<file path="config.mk">
export PLATFORM = sky130hd
export DESIGN_NAME = hazard_ctrl
export DESIGN_NICKNAME = d
export VERILOG_FILES = /design/src/rtl/hazard_ctrl_pkg.sv /design/src/rtl/hazard_match.sv /design/src/rtl/hazard_ctrl.sv
export SDC_FILE = /design/constraint.sdc
export NUM_CORES = 1
export LEC_CHECK = 0
export BUFFER_PORTS_ARGS = -buffer_cell sky130_fd_sc_hd__buf_4
export CORE_UTILIZATION = 41
export DETAILED_ROUTE_END_ITERATION = 6
export PLACE_DENSITY_LB_ADDON = 0.05
export SETUP_SLACK_MARGIN = 0.3
export SYNTH_ARGS = -nofsm -noshare
export SYNTH_HDL_FRONTEND = slang
export SYNTH_SLANG_ARGS = --single-unit
</file>
<file path="constraint.sdc">
create_clock -name clk -period 2.2 [get_ports clk]
set_clock_uncertainty 0.2 [all_clocks]
set_input_delay 0.33 -clock clk [delete_from_list [all_inputs] [get_ports clk]]
set_output_delay 0.33 -clock clk [all_outputs]
set_load 0.02 [all_outputs]
</file>
<file path="src/rtl/hazard_ctrl_pkg.sv">
// hazard_ctrl_pkg: shared widths, forwarding-select and FSM encodings, shadow entry layout.
package hazard_ctrl_pkg;
    localparam int REG_W = 3;
    localparam int CNT_W = 16;
    typedef enum logic [1:0] {FWD_RF = 2'd0, FWD_EXMEM = 2'd1, FWD_MEMWB = 2'd2} fwd_sel_t;
    typedef enum logic [1:0] {RUN = 2'd0, FLUSH = 2'd1} state_t;
    typedef struct packed {
        logic [REG_W-1:0] dest;
        logic             wb_en;
        logic             is_load;
    } shadow_t;
    function automatic fwd_sel_t pick_fwd(input logic ex_hit, input logic mem_hit);
        return ex_hit ? FWD_EXMEM : (mem_hit ? FWD_MEMWB : FWD_RF);
    endfunction
endpackage

</file>
<file path="src/rtl/hazard_match.sv">
// hazard_match: one source register against one shadow producer; r0 never matches.
module hazard_match
    import hazard_ctrl_pkg::*;
(
    input  logic [REG_W-1:0] src,
    input  logic             use_src,
    input  logic [REG_W-1:0] dest,
    input  logic             wb_en,
    output logic             match
);
    assign match = use_src & wb_en & (src == dest) & (dest != '0);
endmodule

</file>
<file path="src/rtl/hazard_ctrl.sv">
// hazard_ctrl: pipeline stall/bubble/flush control with stall counter.
// Define HAZARD_FORWARD_EN to enable EX/MEM forwarding (only load-use stalls remain).
module hazard_ctrl
    import hazard_ctrl_pkg::*;
(
    input  logic             clk,
    input  logic             rst,
    input  logic             id_valid,
    input  logic [REG_W-1:0] id_src1,
    input  logic [REG_W-1:0] id_src2,
    input  logic             id_use_src1,
    input  logic             id_use_src2,
    input  logic [REG_W-1:0] id_dest,
    input  logic             id_wb_en,
    input  logic             id_is_load,
    input  logic             branch_taken,
    output logic             stall,
    output logic             bubble,
    output logic             flush,
    output logic [1:0]       fwd_sel1,
    output logic [1:0]       fwd_sel2,
    output logic [1:0]       state,
    output logic [CNT_W-1:0] stall_cnt
);
    shadow_t ex_q, mem_q;
    state_t  state_q, state_d;
    logic    m1e, m1m, m2e, m2m, hazard, issue;
    logic    unused;

    hazard_match u_m1e (.src(id_src1), .use_src(id_use_src1), .dest(ex_q.dest),  .wb_en(ex_q.wb_en),  .match(m1e));
    hazard_match u_m1m (.src(id_src1), .use_src(id_use_src1), .dest(mem_q.dest), .wb_en(mem_q.wb_en), .match(m1m));
    hazard_match u_m2e (.src(id_src2), .use_src(id_use_src2), .dest(ex_q.dest),  .wb_en(ex_q.wb_en),  .match(m2e));
    hazard_match u_m2m (.src(id_src2), .use_src(id_use_src2), .dest(mem_q.dest), .wb_en(mem_q.wb_en), .match(m2m));

`ifdef HAZARD_FORWARD_EN
    assign hazard = id_valid & (m1e | m2e) & ex_q.is_load;
`else
    assign hazard = id_valid & (m1e | m1m | m2e | m2m);
`endif

    assign issue  = id_valid & ~stall & ~bubble;
    assign state  = state_q;
    assign unused = mem_q.is_load;

    // Branch squash outranks a hazard; outputs are forced low while reset is held.
    always_comb begin
        state_d = state_q;
        stall   = 1'b0;
        bubble  = 1'b0;
        flush   = 1'b0;
        if (!rst) begin
            if (state_q == FLUSH) begin
                flush   = 1'b1;
                bubble  = 1'b1;
                state_d = RUN;
            end else if (branch_taken) begin
                flush   = 1'b1;
                bubble  = 1'b1;
                state_d = FLUSH;
            end else if (hazard) begin
                stall  = 1'b1;
                bubble = 1'b1;
            end
        end
    end

    always_ff @(posedge clk or posedge rst) begin
        if (rst) begin
            ex_q      <= '0;
            mem_q     <= '0;
            state_q   <= RUN;
            stall_cnt <= '0;
        end else begin
            ex_q    <= issue ? '{dest: id_dest, wb_en: id_wb_en, is_load: id_is_load} : '0;
            mem_q   <= ex_q;
            state_q <= state_d;
            if (stall && stall_cnt != '1)
                stall_cnt <= stall_cnt + CNT_W'(1);
        end
    end

`ifdef HAZARD_FORWARD_EN
    always_ff @(posedge clk or posedge rst) begin
        if (rst) begin
            fwd_sel1 <= FWD_RF;
            fwd_sel2 <= FWD_RF;
        end else begin
            fwd_sel1 <= issue ? pick_fwd(m1e, m1m) : FWD_RF;
            fwd_sel2 <= issue ? pick_fwd(m2e, m2m) : FWD_RF;
        end
    end
`else
    assign fwd_sel1 = FWD_RF;
    assign fwd_sel2 = FWD_RF;
`endif
endmodule

</file>
==> impl_metrics.toml, run 1 <==
[logic_synthesis]
ys_seq_elements = 25
synth_edf_count = 0
async_flop_share_pct = 100
syn_area_per_cell_um2 = 10.6
synth_cell_types = 26
syn-cell-area_mm2 = 0.00131
yosysWarnings = 0
synth-seq-area-share_pct = 47.8
synthFlopType = "dfrtp_1"
syn_inst = 123

[pwr]
p_switching_mw = 0.214
power_frac_comb_pct = 16.2
p_leak_nw = 0.844
power_mw = 0.817
ir_worst_vdd_uv = 243
power_density_mw_per_mm2 = 449
clock_power_share_pct = 24.1
seqPwrFrac_pct = 59.8
p_int_mw = 0.603
p_sw_share_pct = 26.2

[floorplan]
initial_core_util_pct = 42.9
die-area_mm2 = 0.00342
core_mm2 = 0.00305
die_h_um = 58.5
num_rows = 20
fp.dieW_um = 58.5
ios = 42

[worst_setup_path]
cp.arrival_ns = 1.89
rrSetupSlack_ns = -0.19
critical_path_class = "reg2out"
crit_fanout = 3
crit_path_start_kind = "flip-flop"
required_ns = 1.67
crit_path_end_kind = "output pin"

[detailed_routing]
postRouteWirelength_mm = 2.71
ant_nets = 0
dr.first_iter.drc_count = 13
vias = 1064
firstDrtPassIters = 4
drc = 0
vias_per_cell = 4.90
wire_per_inst_um = 12.5

[outcome]
status = "finished, violations left"
violations = "setup timing"

[cts]
clk_pin_slew_ns = 0.12
cts_root_buffer = "clkbuf_4"
h-tree-depth = 1
cts_buffers = 3
clockBufferDepth = 2
cts.sinks = 25
clk_latency_ns = 0.31
cts_tree = "done"

[sta]
rsz0062_at_grt = "true"
setup_viol = 18
fin_ws_ns = -0.223
max_freq_ghz = 0.413
fin_crit_sh_pct = 110
period_needed_ns = 2.42
slew_viol_final = 0
final_hold_viol_count = 0
hold_ws_ns = 0.0189

[cells_and_area]
syn_to_final_growth_pct = 39.0
final_cells = 217
drive_above_1_share_pct = 41.6
nets = 192
diodes = 0
fillers = 287

[placement]
io_buffers = 35
dp_cells = 204
place_hpwl_mm = 1.93
gp_congestion = 0.821

[grt]
grt.total_usage_pct = 18.0
grt_overflow = 0
antenna_found_initial = 0
first_global_vias = 1007
grt_max_degree = 27
grt_pass1_wl_mm = 4.60

[run]
cap_violations = 0

[hold_path]
hp-class = "in2reg"
## Yosys cell counts, types with 2 or more instances
master,count,area (um2)
xnor2_1,15,131
and3_1,4,25.0
nand2_1,14,52.6
dfrtp_1,25,626
and4_1,3,26.3
and2_1,6,37.5
nor3_1,2,10.0
nor4_1,4,25.0
nand3_2,4,40.0
nand3_1,4,20.0
xor2_1,12,105
nand4_1,6,37.5
buf_4,5,37.5
nor2_1,6,22.5
o32ai_1,2,17.5
## final timing paths
path | start | to | depth (start not counted)
worst max-delay path | ex_q[3]$_DFF_PP0_ | stall | 6
worst min-delay path | id_wb_en | ex_q[1]$_DFF_PP0_ | 2
worst max register to register | ex_q[3]$_DFF_PP0_ | stall_cnt[1]$_DFFE_PP0P_ | 10
worst min register to register | ex_q[1]$_DFF_PP0_ | mem_q[1]$_DFF_PP0_ | 0
max in group asynchronous | rst | stall_cnt[1]$_DFFE_PP0P_ | 4
min in group asynchronous | rst | stall_cnt[15]$_DFFE_PP0P_ | 4
## cells by family after synthesis
logic type               after synthesis  synth area share, %
XOR/XNOR                              27                 18.1
adder cells (fa/ha/maj)                1                0.956
AND/OR/NAND/NOR                       55                 23.6
AO/OA/AOI/OAI                          6                 4.11
buffers and inverters                  7                 4.02
other                                  1                0.287
flip-flops                            25                 47.8
multiplexers                           1                 1.15
## timing repair
action                                  CTS  global route
hold buffers                              2             1
setup buffers                             5             1
resized for setup                        12             4
endpoints found under the setup margin   22            23
gates cloned                              0             0
pin swaps                                12             3
endpoints found under the hold margin    26             1
## cell usage in the layout, fill, tap and decap left out, drive strengths merged, types with 3 or more instances in the layout
| cell type | count |
|---|---|
| and2 | 6 |
| xor2 | 12 |
| dlygate4sd3 | 3 |
| nand3 | 8 |
| buf | 45 |
| nor2 | 6 |
| clkbuf | 4 |
| and3 | 4 |
| nand2 | 15 |
| dfrtp | 25 |
| nor4 | 4 |
| conb | 5 |
| xnor2 | 15 |
| nand4 | 6 |
| and4 | 3 |
## layout make-up
class,instances,area (um2),share of cell area (%)
clock buffer,4,26.3,1.44
inverter,1,7.51,0.413
multi-input combinational,95,706,38.8
sequential,25,629,34.6
tap,44,55.1,3.03
timing repair buffer,48,395,21.7
## flip-flops by register name, summed over array words and instances, names as in the netlist
name and count:
state 1, stall_cnt 16, mem_q 4, ex_q 4
## routing by layer
| layer | up-vias | share of wire (%) | global-route usage (%) |
|---|---|---|---|
| met5 | - | 0 | 0 |
| met4 | 0 | 2.0 | 8.84 |
| met3 | 6 | 3.9 | 3.08 |
| met2 | 27 | 46 | 26.3 |
| met1 | 520 | 48 | 25.8 |
| li1 | 511 | - | - |
## through the flow
| stage | utilization, % | setup WS, ns | setup TNS [ns] | cell area (um2) |
|---|---|---|---|---|
| 2_1_floorplan | - | 0.0643 | 0 | 1340 |
| 3_3_place_gp | 53.9 | 0.0149 | 0 | 1650 |
| 3_5_place_dp | 53.9 | 0.000538 | 0 | 1650 |
| 4_1_cts | 58.7 | -0.168 | -0.374 | 1790 |
| 5_1_grt | 59.6 | -0.312 | -3.13 | 1820 |
| 6_report | 59.6 | -0.223 | -1.39 | 1820 |
## power by group through the flow
stage / combinational (mW) / sequential (mW) / clock (mW)
after floorplan: 0.0652 / 0.499 / 0
after global placement: 0.113 / 0.496 / 0
after detailed placement: 0.113 / 0.496 / 0
after CTS: 0.129 / 0.488 / 0.210
after global routing: 0.145 / 0.490 / 0.225
final: 0.132 / 0.488 / 0.197
## worst max-delay path: stages (launching register included)
cell and delay (ns):
dfrtp_1 0.45, xor2_1 0.19, nor4_2 0.34, o32ai_2 0.18, a21oi_4 0.17, and2_4 0.16
buf_6 0.11
No activity file was read; power rests on OpenSTA's default activity.
==> inputs of run 2 (changes only) <==
- CORE_MARGIN: unset -> 5
- clock period: 2.2 -> 3 ns (I/O delays scaled with it)
==> run 2 against run 1 <==
  * The flow now finishes without violations
  * Non-clock buffer count shrank 11
  * Global-route usage decreased by 4.5 points
  * Critical path depth stayed put
  * Count of clock-buffer cells in the layout decreased by 1
  * Sequential power fell by 27%
  * Flip-flop and latch count is the same
  * First-iteration DRC count increased by 120%
  * Core utilization fell by 5.5 points
  * Cell count fell by 5.1%
  * Critical path type unchanged
==> impl_metrics.toml, run 2 (synthesized netlist as in run 1, its figures left out) <==
[detailed_routing]
ant_nets = 0
postRouteWirelength_mm = 2.76
dr.first_iter.drc_count = 28
vias_per_cell = 4.91
firstDrtPassIters = 3
drc = 0
vias = 1011
wire_per_inst_um = 13.4

[cells_and_area]
top_regs = "stall_cnt x16, ex_q x4, mem_q x4"
diodes = 0
largest_reg_flops = 16
mostFrequentLayoutCells = "37 x buf_4, 25 x dfrtp_1, 15 x xnor2_1"
drive_above_1_share_pct = 31.5
regMostFlops = "stall_cnt"
nets = 181
syn_to_final_growth_pct = 26.2
final_common_cell = "buf_4"

[worst_setup_path]
crit_path_end_kind = "output pin"
r2r_cells = 7
required_ns = 2.35
crit_path_start_kind = "flip-flop"
crit_fanout = 4
cp.arrival_ns = 1.99
critical_path_class = "reg2out"

[floorplan]
num_rows = 20
die_h_um = 66.5
initial_core_util_pct = 42.9
fp.dieW_um = 66.5
die-area_mm2 = 0.00442
ios = 42
core_mm2 = 0.00305

[cts]
clk_latency_ns = 0.32
cts_buffers = 3
cts_root_buffer = "clkbuf_4"
hold_buffers = 0
h-tree-depth = 1
cts.sinks = 25
clockBufferDepth = 2
clk_pin_slew_ns = 0.14
cts_tree = "done"

[sta]
hold_ws_ns = 0.00853
setup_tns_ns = 0
fin_crit_sh_pct = 88.0
relSlewSlack_pct = 66.4
setup_viol = 0
rsz0062_at_grt = "false"
slew_viol_final = 0
final_hold_viol_count = 0
period_needed_ns = 2.64
max_freq_ghz = 0.379
worst_pin_slew_ns = 0.502

[placement]
gp_congestion = 0.796
place_hpwl_mm = 2.07
io_buffers = 35

[grt]
grt_pass1_wl_mm = 4.51
first_global_vias = 987
grt.total_usage_pct = 13.5
grt_overflow = 0
grt_max_degree = 27
antenna_found_initial = 0

[run]
cap_violations = 0

[pwr]
p_leak_nw = 0.784
ir_worst_vdd_uv = 253
power_density_mw_per_mm2 = 360

[hold_path]
hp-class = "in2async"

[outcome]
status = "completed"
==> run 2: area by class of cell <==
cell class                 instances  area (um2)
timing repair buffer              37         278
clock buffer                       3        22.5
multi-input combinational         95         659
tap                               44        55.1
sequential                        25         626
fill                             295        1400
clock inverter                     1        7.51
inverter                           1        3.75
==> run 2: path summary, 6_finish.rpt <==
path	startpoint	to	slack [ns]
max	ex_q[4]$_DFF_PP0_	stall	0.36
min	rst	stall_cnt[11]$_DFFE_PP0P_	0.009
max in group asynchronous	rst	mem_q[4]$_DFF_PP0_	2.35
min reg2reg	ex_q[1]$_DFF_PP0_	mem_q[1]$_DFF_PP0_	0.23
max reg2reg	ex_q[4]$_DFF_PP0_	stall_cnt[1]$_DFFE_PP0P_	0.66
min in group clk	branch_taken	state[0]$_DFFE_PP0P_	0.13
==> run 2: what timing repair did <==
item / 4_1_cts / 5_1_grt
setup endpoints to repair: 0 / 1
setup buffers: 0 / 0
resized for setup: 0 / 2
==> run 2: stage by stage <==
step / instances / power (mW) / setup WS, ns / utilization (%) / area, um2
detailed placement: 202 / 0.446 / 0.635 / 52.7 / 1610
global route: 206 / 0.631 / 0.265 / 54.1 / 1650
finish: 206 / 0.594 / 0.359 / 54.1 / 1650
global placement: 202 / 0.444 / 0.646 / 52.7 / 1610
floorplan: 127 / 0.412 / 0.509 / - / 1320
CTS: 206 / 0.606 / 0.464 / 53.6 / 1640
==> run 2: critical path, cell delays in order (launching register included) <==
cell	delay, ns
dfrtp_1	0.47
xor2_1	0.17
nor4_1	0.42
o32ai_2	0.18
a21oi_4	0.17
and2_1	0.14
buf_4	0.13
==> run 2: report_power, final <==
| group | internal, mW | switching [mW] |
|---|---|---|
| clock | 0.0509 | 0.103 |
| sequential | 0.346 | 0.0114 |
| combinational | 0.0356 | 0.0472 |
| total | 0.433 | 0.161 |
==> run 2: routing by layer <==
| metal | GRT usage, % | wire (um) | up-vias | share of wire [%] |
|---|---|---|---|---|
| met3 | 2.70 | 143 | 2 | 5.2 |
| li1 | - | - | 493 | - |
| met4 | 5.33 | 21 | 0 | 0.76 |
| met1 | 17.5 | 1330 | 491 | 48 |
| met2 | 21.9 | 1260 | 25 | 46 |
| met5 | 0 | 0 | - | 0 |
